[src/rtl/fifo_wr_arbiter.sv]
// Round-robin arbiter sharing the FIFO write port among NUM_REQ requesters.
// Each grant is a burst that ends on last, at MAX_BURST beats, or on abandon.
// The write enable is gated combinationally by full so no write is ever
// issued while the FIFO is full. One IDLE bubble follows every burst.
module fifo_wr_arbiter #(
  parameter int NUM_REQ    = 4,
  parameter int DATA_WIDTH = 8,
  parameter int MAX_BURST  = 4
) (
  input  logic                          wclk,
  input  logic                          wrst_n,
  input  logic [NUM_REQ-1:0]            req,
  input  logic [NUM_REQ-1:0]            last,
  input  logic [NUM_REQ*DATA_WIDTH-1:0] din,
  input  logic                          full,
  output logic [NUM_REQ-1:0]            gnt,
  output logic [NUM_REQ-1:0]            ack,
  output logic                          w_en,
  output logic [DATA_WIDTH-1:0]         wdata,
  output logic                          busy
);

  localparam int IDX_W = $clog2(NUM_REQ);
  localparam int CNT_W = $clog2(MAX_BURST + 1);
  localparam logic [CNT_W-1:0] CNT_LAST = CNT_W'(MAX_BURST - 1);
  localparam logic [IDX_W-1:0] IDX_LAST = IDX_W'(NUM_REQ - 1);
  localparam logic [IDX_W:0]   SCAN_MOD = (IDX_W+1)'(NUM_REQ);

  typedef enum logic [0:0] {
    ST_IDLE  = 1'b0,
    ST_BURST = 1'b1
  } state_t;

  state_t               r_state, w_state_nxt;
  logic [NUM_REQ-1:0]   r_gnt, w_gnt_nxt;
  logic [CNT_W-1:0]     r_beat_cnt, w_beat_cnt_nxt;
  logic [IDX_W-1:0]     r_last_winner, w_last_winner_nxt;
  logic [IDX_W-1:0]     r_gidx, w_gidx_nxt;

  logic [IDX_W:0]       w_scan;
  logic [IDX_W-1:0]     w_winner;
  logic                 w_found;
  logic                 w_req_g;
  logic                 w_last_g;
  logic [DATA_WIDTH-1:0] w_din_g;
  logic                 w_wen;
  logic [NUM_REQ-1:0]   w_ack;
  logic [DATA_WIDTH-1:0] w_wdata;

  // Round-robin search: first requesting index after the previous winner.
  always_comb begin
    w_scan   = '0;
    w_winner = r_last_winner;
    w_found  = 1'b0;
    for (int k = 1; k <= NUM_REQ; k++) begin
      w_scan = {1'b0, r_last_winner} + (IDX_W+1)'(k);
      if (w_scan >= SCAN_MOD) begin
        w_scan = w_scan - SCAN_MOD;
      end else begin
        w_scan = w_scan;
      end
      if (!w_found && req[w_scan[IDX_W-1:0]]) begin
        w_found  = 1'b1;
        w_winner = w_scan[IDX_W-1:0];
      end else begin
        w_found  = w_found;
      end
    end
  end

  // Select the granted requester's request, last flag and data.
  always_comb begin
    w_req_g  = 1'b0;
    w_last_g = 1'b0;
    w_din_g  = '0;
    for (int i = 0; i < NUM_REQ; i++) begin
      if (r_gidx == IDX_W'(i)) begin
        w_req_g  = req[i];
        w_last_g = last[i];
        w_din_g  = din[i*DATA_WIDTH +: DATA_WIDTH];
      end else begin
        w_req_g  = w_req_g;
      end
    end
  end

  // Write port drive: only in BURST, never while full, forced quiet in reset.
  always_comb begin
    w_wen   = 1'b0;
    w_ack   = '0;
    w_wdata = '0;
    if (wrst_n && (r_state == ST_BURST)) begin
      w_wen   = w_req_g & ~full;
      w_wdata = w_din_g;
      if (w_wen) begin
        w_ack = r_gnt;
      end else begin
        w_ack = '0;
      end
    end else begin
      w_wen   = 1'b0;
    end
  end

  // Next-state logic: arbitrate in IDLE, count beats and detect burst end.
  always_comb begin
    w_state_nxt       = r_state;
    w_gnt_nxt         = r_gnt;
    w_beat_cnt_nxt    = r_beat_cnt;
    w_last_winner_nxt = r_last_winner;
    w_gidx_nxt        = r_gidx;
    case (r_state)
      ST_IDLE: begin
        if (w_found) begin
          w_state_nxt       = ST_BURST;
          w_gnt_nxt         = NUM_REQ'(1) << w_winner;
          w_last_winner_nxt = w_winner;
          w_gidx_nxt        = w_winner;
          w_beat_cnt_nxt    = '0;
        end else begin
          w_gnt_nxt         = '0;
        end
      end
      ST_BURST: begin
        if (!w_req_g) begin
          // Requester abandoned: nothing is written this cycle.
          w_state_nxt    = ST_IDLE;
          w_gnt_nxt      = '0;
          w_beat_cnt_nxt = '0;
        end else if (w_wen && (w_last_g || (r_beat_cnt == CNT_LAST))) begin
          w_state_nxt    = ST_IDLE;
          w_gnt_nxt      = '0;
          w_beat_cnt_nxt = '0;
        end else if (w_wen) begin
          w_beat_cnt_nxt = r_beat_cnt + CNT_W'(1);
        end else begin
          // Stalled on full: hold grant and count, no timeout.
          w_beat_cnt_nxt = r_beat_cnt;
        end
      end
      default: begin
        w_state_nxt    = ST_IDLE;
        w_gnt_nxt      = '0;
        w_beat_cnt_nxt = '0;
      end
    endcase
  end

  // State registers with synchronous active-low reset.
  always_ff @(posedge wclk) begin
    if (!wrst_n) begin
      r_state       <= ST_IDLE;
      r_gnt         <= '0;
      r_beat_cnt    <= '0;
      r_last_winner <= IDX_LAST;
      r_gidx        <= '0;
    end else begin
      r_state       <= w_state_nxt;
      r_gnt         <= w_gnt_nxt;
      r_beat_cnt    <= w_beat_cnt_nxt;
      r_last_winner <= w_last_winner_nxt;
      r_gidx        <= w_gidx_nxt;
    end
  end

  assign gnt   = r_gnt;
  assign ack   = w_ack;
  assign w_en  = w_wen;
  assign wdata = w_wdata;
  assign busy  = (r_state == ST_BURST);

endmodule

[config.mk]
export PLATFORM = sky130hd
export DESIGN_NAME = fifo_wr_arbiter
export DESIGN_NICKNAME = d
export VERILOG_FILES = /design/src/rtl/fifo_wr_arbiter.sv
export SDC_FILE = /design/constraint.sdc
export NUM_CORES = 1
export LEC_CHECK = 0
export CAP_MARGIN = 20
export CORE_MARGIN = 1
export CORE_UTILIZATION = 34
export CTS_BUF_LIST = sky130_fd_sc_hd__clkbuf_4 sky130_fd_sc_hd__clkbuf_8 sky130_fd_sc_hd__clkbuf_16
export CTS_CLUSTER_SIZE = 10
export DETAILED_ROUTE_END_ITERATION = 12
export HOLD_SLACK_MARGIN = 0.08
export PLACE_DENSITY = 0.88
export REMOVE_ABC_BUFFERS = 1
export SYNTH_ARGS = -nofsm -noshare
export SYNTH_HDL_FRONTEND = slang
export SYNTH_SLANG_ARGS = --single-unit
[constraint.sdc]
create_clock -name wclk -period 1.8 [get_ports wclk]
set_clock_uncertainty 0.2 [all_clocks]
set_input_delay 0.27 -clock wclk [delete_from_list [all_inputs] [get_ports wclk]]
set_output_delay 0.27 -clock wclk [all_outputs]
set_load 0.05 [all_outputs]
Word level (Yosys, flattened, before mapping). Cells that the tools add are included.

Bitwise operators: 3. Magnitude comparators: 8. Multiply operators: 0. Shifts and indexed selects: 1. Add/subtract/negate cells: 9. Eq/ne operators: 7. Mux-type cells: 49. Reduce and logical (&&, ||, !) cells: 12. Divide/modulo/power cells: 0.

Operators with widths (count): 2-to-1 mux 8 bit (5); 2-to-1 mux 1 bit (20); 2-to-1 mux 4 bit (5); 2-to-1 mux 2 bit (8); >= comparator 3 bit, second input constant (4); less-than comparator 2 x 3 -> 1 bit, second input constant (4); 2-to-1 mux 3 bit (4); binary-select mux 1 bit (select 2 bit) (4); case mux 4 bit (2 select lines) (1); subtractor 2 x 1 -> 2 bit, second input constant (4); adder 2 x 2 -> 3 bit, second input constant (2); case mux 3 bit (2 select lines) (1); logical AND 1 bit (5); == test 2 bit, second input constant (2); != test 4 x 2 -> 1 bit, second input constant (1); AND reduction 2 bit (2); left shift 1 x 2 -> 4 bit, first input constant (1); adder 2 x 1 -> 3 bit, second input constant (1); adder 2 x 3 -> 3 bit, second input constant (1); adder 3 x 1 -> 3 bit, second input constant (1); == test 3 x 2 -> 1 bit, second input constant (1); logical NOT 1 bit (3); != test 3 x 2 -> 1 bit, second input constant (1); == test 2 x 1 -> 1 bit, second input constant (1); 6 further kinds (7).

Bits of input ports: 43. Bits in latches: 0. Register bits: 12. Output and inout bits: 18. Memories: 0. Logic and storage cells: 94. Memory bits (read-only): 0. Memory bits (writable): 0.

Logic depth before layout (Yosys ltp). Gate-level depths: netlist of the first run.

Depth after elaboration: 18. Gate-level depth with buffers: 6. Gate-level depth less buffers: 6.

Least setup slack after synthesis of the first run. Ideal clock, no wire load.

Path type: register -> output. Start: reg r_state (netlist: busy). End: out ack[0]. Cell stages (with the launch flop): 4. Path buffers: 0. Slack: -717 ps. Arrival: 2047 ps. Data required time: 1330 ps. Path through: dfxtp_1 nand3b_1 a21oi_2 and2_1.

Cells in the longest elaborated chain, start to end: 2.

Ends and longest elaborated chain: start: declaration (line 34) `state_t r_state, w_state_nxt;`; start signal: assignment (line 158) `r_state <= w_state_nxt;`; logical AND 1 bit (line 92) `if (wrst_n && (r_state == ST_BURST)) begin`; 2-to-1 mux 4 bit (line 92); end: declaration (line 17) `output logic [NUM_REQ-1:0] ack,`.

Every way passes these cells.

Worst setup path in the final report of the first run.
Start: reg r_gidx[0]. End: out wdata[0].

Cells in the longest elaborated chain, start to end: 6. Elaborated cells on any way between the ends: 9. Those cells by class: 3 x eq/ne; 5 x mux; 1 x reduce/logical.

Ends and longest elaborated chain: start: declaration (line 38) `logic [IDX_W-1:0] r_gidx, w_gidx_nxt;`; start signal: assignment (line 162) `r_gidx <= w_gidx_nxt;`; logical NOT 2 bit (line 77) `if (r_gidx == IDX_W'(i)) begin`; 2-to-1 mux 8 bit (3 in a row) (line 77); 2-to-1 mux 8 bit * (line 77); 2-to-1 mux 8 bit * (line 92); end: declaration (line 19) `output logic [DATA_WIDTH-1:0] wdata,`.

Every way passes the cells marked *; elsewhere a longest branch is shown, timed or not.

==> results of run 1 <==
==> timing repair <==
item                                   in CTS  in global routing
setup endpoints to repair                  21                 20
buffers inserted                            3                  1
gates resized for setup                    27                  7
pin swaps                                   2                  1
endpoints found under the hold margin       0                  0
==> cells in the mapped netlist, drive strengths merged (2+ instances only) <==
cell    count  area share
a21oi       3       0.022
ha          2       0.025
or2         3       0.018
mux2i       4       0.039
nor4        4       0.025
mux4        8        0.18
a211oi      2       0.015
nand2       5       0.018
nand2b      4       0.025
dfxtp      12        0.24
a32o        3       0.030
clkbuf      3       0.011
and3        9       0.057
o21a        4       0.030
inv         4       0.015
nor2b       2       0.012
and2        6       0.037
a21o        2       0.015
buf         3       0.023
nand3b      2       0.015
o21ai       4       0.020
nor2        8       0.030
==> worst paths after layout <==
check                  end  depth (start not counted)  slack [ns]
setup reg to reg    gnt[1]                          6        0.03
hold reg to reg     gnt[3]                          1        0.35
setup / recovery  wdata[0]                          4       -0.38
hold / removal      gnt[3]                          1        0.35
==> registers in the layout, indices dropped and copies added, names as in the netlist <==
register and cells:
busy 1, gnt 4, r_beat_cnt 3, r_last_winner 2
r_gidx 2
==> kinds of logic after synthesis <==
logic type / after synthesis
compound gates: 23
fa+ha+maj: 2
buf+inv: 10
flops: 12
mux: 13
simple gates: 46
==> stage by stage <==
| step | hold WS, ns | worst slack [ns] | cell area [um^2] | instances | total power, mW |
|---|---|---|---|---|---|
| after global placement | 0.304 | -0.401 | 1860 | 207 | 0.881 |
| after detailed placement | 0.325 | -0.427 | 1860 | 207 | 0.898 |
| after floorplan | 0.146 | -0.823 | 982 | 100 | 0.622 |
| final | 0.349 | -0.379 | 2040 | 215 | 1.22 |
| after global routing | 0.377 | -0.394 | 2040 | 215 | 1.26 |
| after CTS | 0.352 | -0.304 | 2010 | 214 | 1.17 |
==> power by group <==
part	switching, mW	internal (mW)
sequential	0.0300	0.291
combinational	0.309	0.354
clock	0.113	0.123
total	0.453	0.768
==> placed cells by master (no fill, tap or decap), types with 2 or more instances in the layout <==
cell type / instances
o21ai_0: 4
nor4_1: 3
mux2i_1: 3
dlygate4sd2_1: 3
a21oi_4: 2
and3_4: 8
nand3b_1: 2
nor2_1: 8
mux4_2: 7
and2_1: 2
ha_1: 2
nor2b_1: 2
buf_4: 21
buf_12: 13
nand2_1: 5
clkbuf_4: 3
o21a_1: 4
dfxtp_4: 2
and2_4: 4
inv_1: 4
dfxtp_1: 10
nand2b_1: 4
a21o_1: 2
clkdlybuf4s50_1: 38
a32o_1: 2
buf_6: 4
or2_2: 2
==> routing by layer <==
metal | up-vias | GRT usage | wire [um]
met5 | - | 0 | 0
met4 | 0 | 0.111 | 131
met3 | 17 | 0.0853 | 539
met2 | 91 | 0.466 | 2090
met1 | 622 | 0.322 | 1650
li1 | 560 | - | -
==> layout make-up <==
cell class / instances / area, um^2
inverter: 4 / 15.0
timing repair buffer: 80 / 882
sequential: 12 / 248
clock buffer: 4 / 36.3
tap: 31 / 38.8
multi-input combinational: 84 / 823
fill: 168 / 762
==> critical path: stages, from the launching register on <==
cell and delay (ns):
dfxtp_4 0.39, buf_6 0.14, mux4_2 0.53, and3_4 0.21
buf_12 0.14
==> metrics.txt, run 1 <==
Yosys cell types 36; Clock Tree Buf Depth 2; hold_sp gnt[3]; overall die height ~57 um; Max Freq 459 MHz; fin crit period 2.18 ns; worst-skew pair later-pin latency around 0.30 ns; Routed Wire Length 4.42 mm; Max Cap Violations 0; Worst-Margin Slew ~0.3 ns; hold_buf cts 0; 1st-iter DRT viols 81; Synth Area in Compound Gates 0.202; IO Count 61; Core Region between 2000 and 3000 um^2; Vias/cell 6.00; Simple-Gate Fraction of Synth Area 0.257; CTS tree done; clk root buf clkbuf_4; failing checks DRC, setup timing; first-pass GRT wire length 6.65 mm; status complete, but fails checks; Area Growth Syn to Fin 101%; Synth Area in Adders 0.0246; Avg Cell Area, Syn 9.60 um^2; WL per Instance ~21 um; Pwr Density 597 nW/um^2; mux share of post-synthesis cell area 0.231; maximum fanout along the worst path 5; critical path startpoint category flip-flop; setup_tns -4.02 ns; initial core utilization 0.363; die width 56.7 um; RSZ-0062 raised after global routing true; ys async rst share 0; num rows 19; Most used DFF post-synth dfxtp_1; synthesis-stage register bit count 12; LEAKAGE 0.854 nW; Max VDD drop 307 uV; cell count after synthesis about 110; TritonCTS Buffers 3; reg2reg start r_gidx[1]; setup violators final 13; clk slew on worst S/H paths 0.09 ns; Max Slew Vio Count 0; DRC viols 20; nets@finish 230; Slew HR 0.800; Period Utilization, post-route 1.21; hpwl dp 2.72 mm; Yosys warning total 0; routability cong. approximately 0.84; htree depth 1; Seq/Total Area, Yosys 0.236; initial antenna violation count 0; die area between 3000 and 4000 um^2; CP Capture Type output port; required time worst endpoint 1.33 ns; ANT nets after route 0; CP startpoint r_gidx[0]; worst path arrival time 1.71 ns; Final Util 0.728; First-pass DRT Iterations 9; Setup CP Type flip-flop to output port; Synth Area in XOR/XNOR 0; largest net degree at the start of global routing 24; main combinational cell family by area after synthesis simple AND/OR/NAND/NOR gates; Post-synth EDFFs 0; setup ws final -0.379 ns; HP Class flip-flop to flip-flop; vias in the first global route between 1,000 and 1,500; Post-Syn Area 1020 um^2; GRT Overall Usage 0.276; Antenna Cells 0; IO buf count 60; Fin. Hold Viols 0; Vias 1,290; Clock Sinks 12; layout cells sized above 1 0.418; Overflow after GRT 0
(Power assumes the default switching activity.)
==> run 2, diff against run 1 <==
--- a/config.mk
+++ b/config.mk
@@ -14,6 +14,7 @@
 export HOLD_SLACK_MARGIN = 0.08
 export PLACE_DENSITY = 0.88
 export REMOVE_ABC_BUFFERS = 1
+export SKIP_LAST_GASP = 1
 export SYNTH_ARGS = -nofsm -noshare
 export SYNTH_HDL_FRONTEND = slang
 export SYNTH_SLANG_ARGS = --single-unit
==> run 2 against run 1 <==
The flow still finishes with violations (DRC, setup timing). Non-clock buffer count did not move. Routed wire length increased by 2.1%. Register-to-register slack gained 0.02 ns. Critical path type unchanged. Critical endpoint unchanged. Largest cell class unchanged.
==> metrics.txt, run 2 (synthesis gave the netlist of run 1 again) <==
Antenna Cells 0; htree depth 1; Finished Cell Area between 2000 and 2500 um^2; Worst-Margin Slew 0.308 ns; Pwr Total 1.21 mW; Max Freq 462 MHz; overall die height 56.7 um; max reg flops 4; nets@finish 230; Period Utilization, post-route 1.20; worst path arrival time 1.70 ns; setup ws final -0.365 ns; initial antenna violation count 0; Max VDD drop 335 uV; die width 56.7 um; Pwr Density slightly below 600 nW/um^2; IO buf count 60; routability cong. 0.838; critical path startpoint category flip-flop; Clock Sinks 12; HP Class flip-flop to flip-flop; final std cells w/o fill roughly 220; GRT Overall Usage 0.269; most common cell after layout, fill and taps aside clkdlybuf4s50_1; fin crit period 2.17 ns; First-pass DRT Iterations 8; Max Cap Violations 0; clk slew on worst S/H paths 0.08 ns; failing checks DRC, setup timing; DRC viols 20; worst-skew pair later-pin latency 0.29 ns; CP Capture Type output port; Cells after DPL around 210; 1st-iter DRT viols 89; Post-DP Area 1860 um^2; Clock Tree Buf Depth 2; CTS tree done; setup violators final 13; IO Count a little over 60; num rows 19; Core Region about 2800 um^2; Routed Wire Length 4.51 mm; first-pass GRT wire length 6.51 mm; Setup CP Type flip-flop to output port; setup_tns -3.89 ns; hpwl dp between 2 and 3 mm; # fillers around 180; ANT nets after route 0; die area 3210 um^2; LEAKAGE 0.860 nW; maximum fanout along the worst path 5; Vias/cell 5.90; Final Util 0.729; Overflow after GRT 0; status complete, but fails checks; Slew HR 0.793; most frequent cells in the layout 37 x clkdlybuf4s50_1, 21 x buf_4, 13 x buf_12, 10 x dfxtp_1; TritonCTS Buffers 3; required time worst endpoint 1.33 ns; Area Growth Syn to Fin 101%; Max Slew Vio Count 0; Fin. Hold Viols 0; vias in the first global route between 1,000 and 1,500; clk root buf clkbuf_4; RSZ-0062 raised after global routing true; largest net degree at the start of global routing 24; WL per Instance around 21 um; layout cells sized above 1 0.429; initial core utilization 0.363; hold_buf cts 0; Vias 1,268
[run 2: path summary, 6_finish.rpt]
path                                      end  slack (ns)  cells past startpoint      start
worst min register to register         gnt[3]        0.35                      1     gnt[3]
worst max-delay path                 wdata[0]       -0.37                      4  r_gidx[0]
worst min-delay path                   gnt[3]        0.35                      1     gnt[3]
worst max register to register  r_beat_cnt[0]        0.05                      5  r_gidx[1]
[run 2: area by class of cell]
class / instances / area [um^2] / share of cell area
tap: 31 / 38.8 / 0.0190
inverter: 4 / 15.0 / 0.00734
clock buffer: 4 / 36.3 / 0.0177
timing repair buffer: 80 / 885 / 0.432
multi-input combinational: 84 / 823 / 0.402
sequential: 12 / 248 / 0.121
[run 2: repair_timing]
action,in CTS,in global routing
setup buffers,3,1
setup endpoints to repair,21,20
resized for setup,25,12
pin swaps,2,1
gates cloned,0,0
[run 2: metrics by stage]
stage	hold slack [ns]	setup WS, ns
final	0.345	-0.365
after global routing	0.375	-0.404
after floorplan	0.146	-0.823
after global placement	0.304	-0.401
after CTS	0.352	-0.304
after detailed placement	0.325	-0.427
[run 2: metal layers]
layer | global-route usage | part of all wire
met1 | 0.313 | 0.38
met2 | 0.463 | 0.47
met3 | 0.0899 | 0.14
met4 | 0.0857 | 0.020
met5 | 0 | 0
[run 2: report_power, final]
part	switching [mW]	internal, mW	total (mW)
sequential	0.0306	0.290	0.321
clock	0.104	0.123	0.228
combinational	0.310	0.354	0.664
total	0.444	0.768	1.21
[run 2: worst max-delay path, stage by stage, from the launching register on]
cell and delay (ns):
dfxtp_4 0.38, buf_6 0.14, mux4_2 0.53, and3_4 0.21
buf_12 0.14
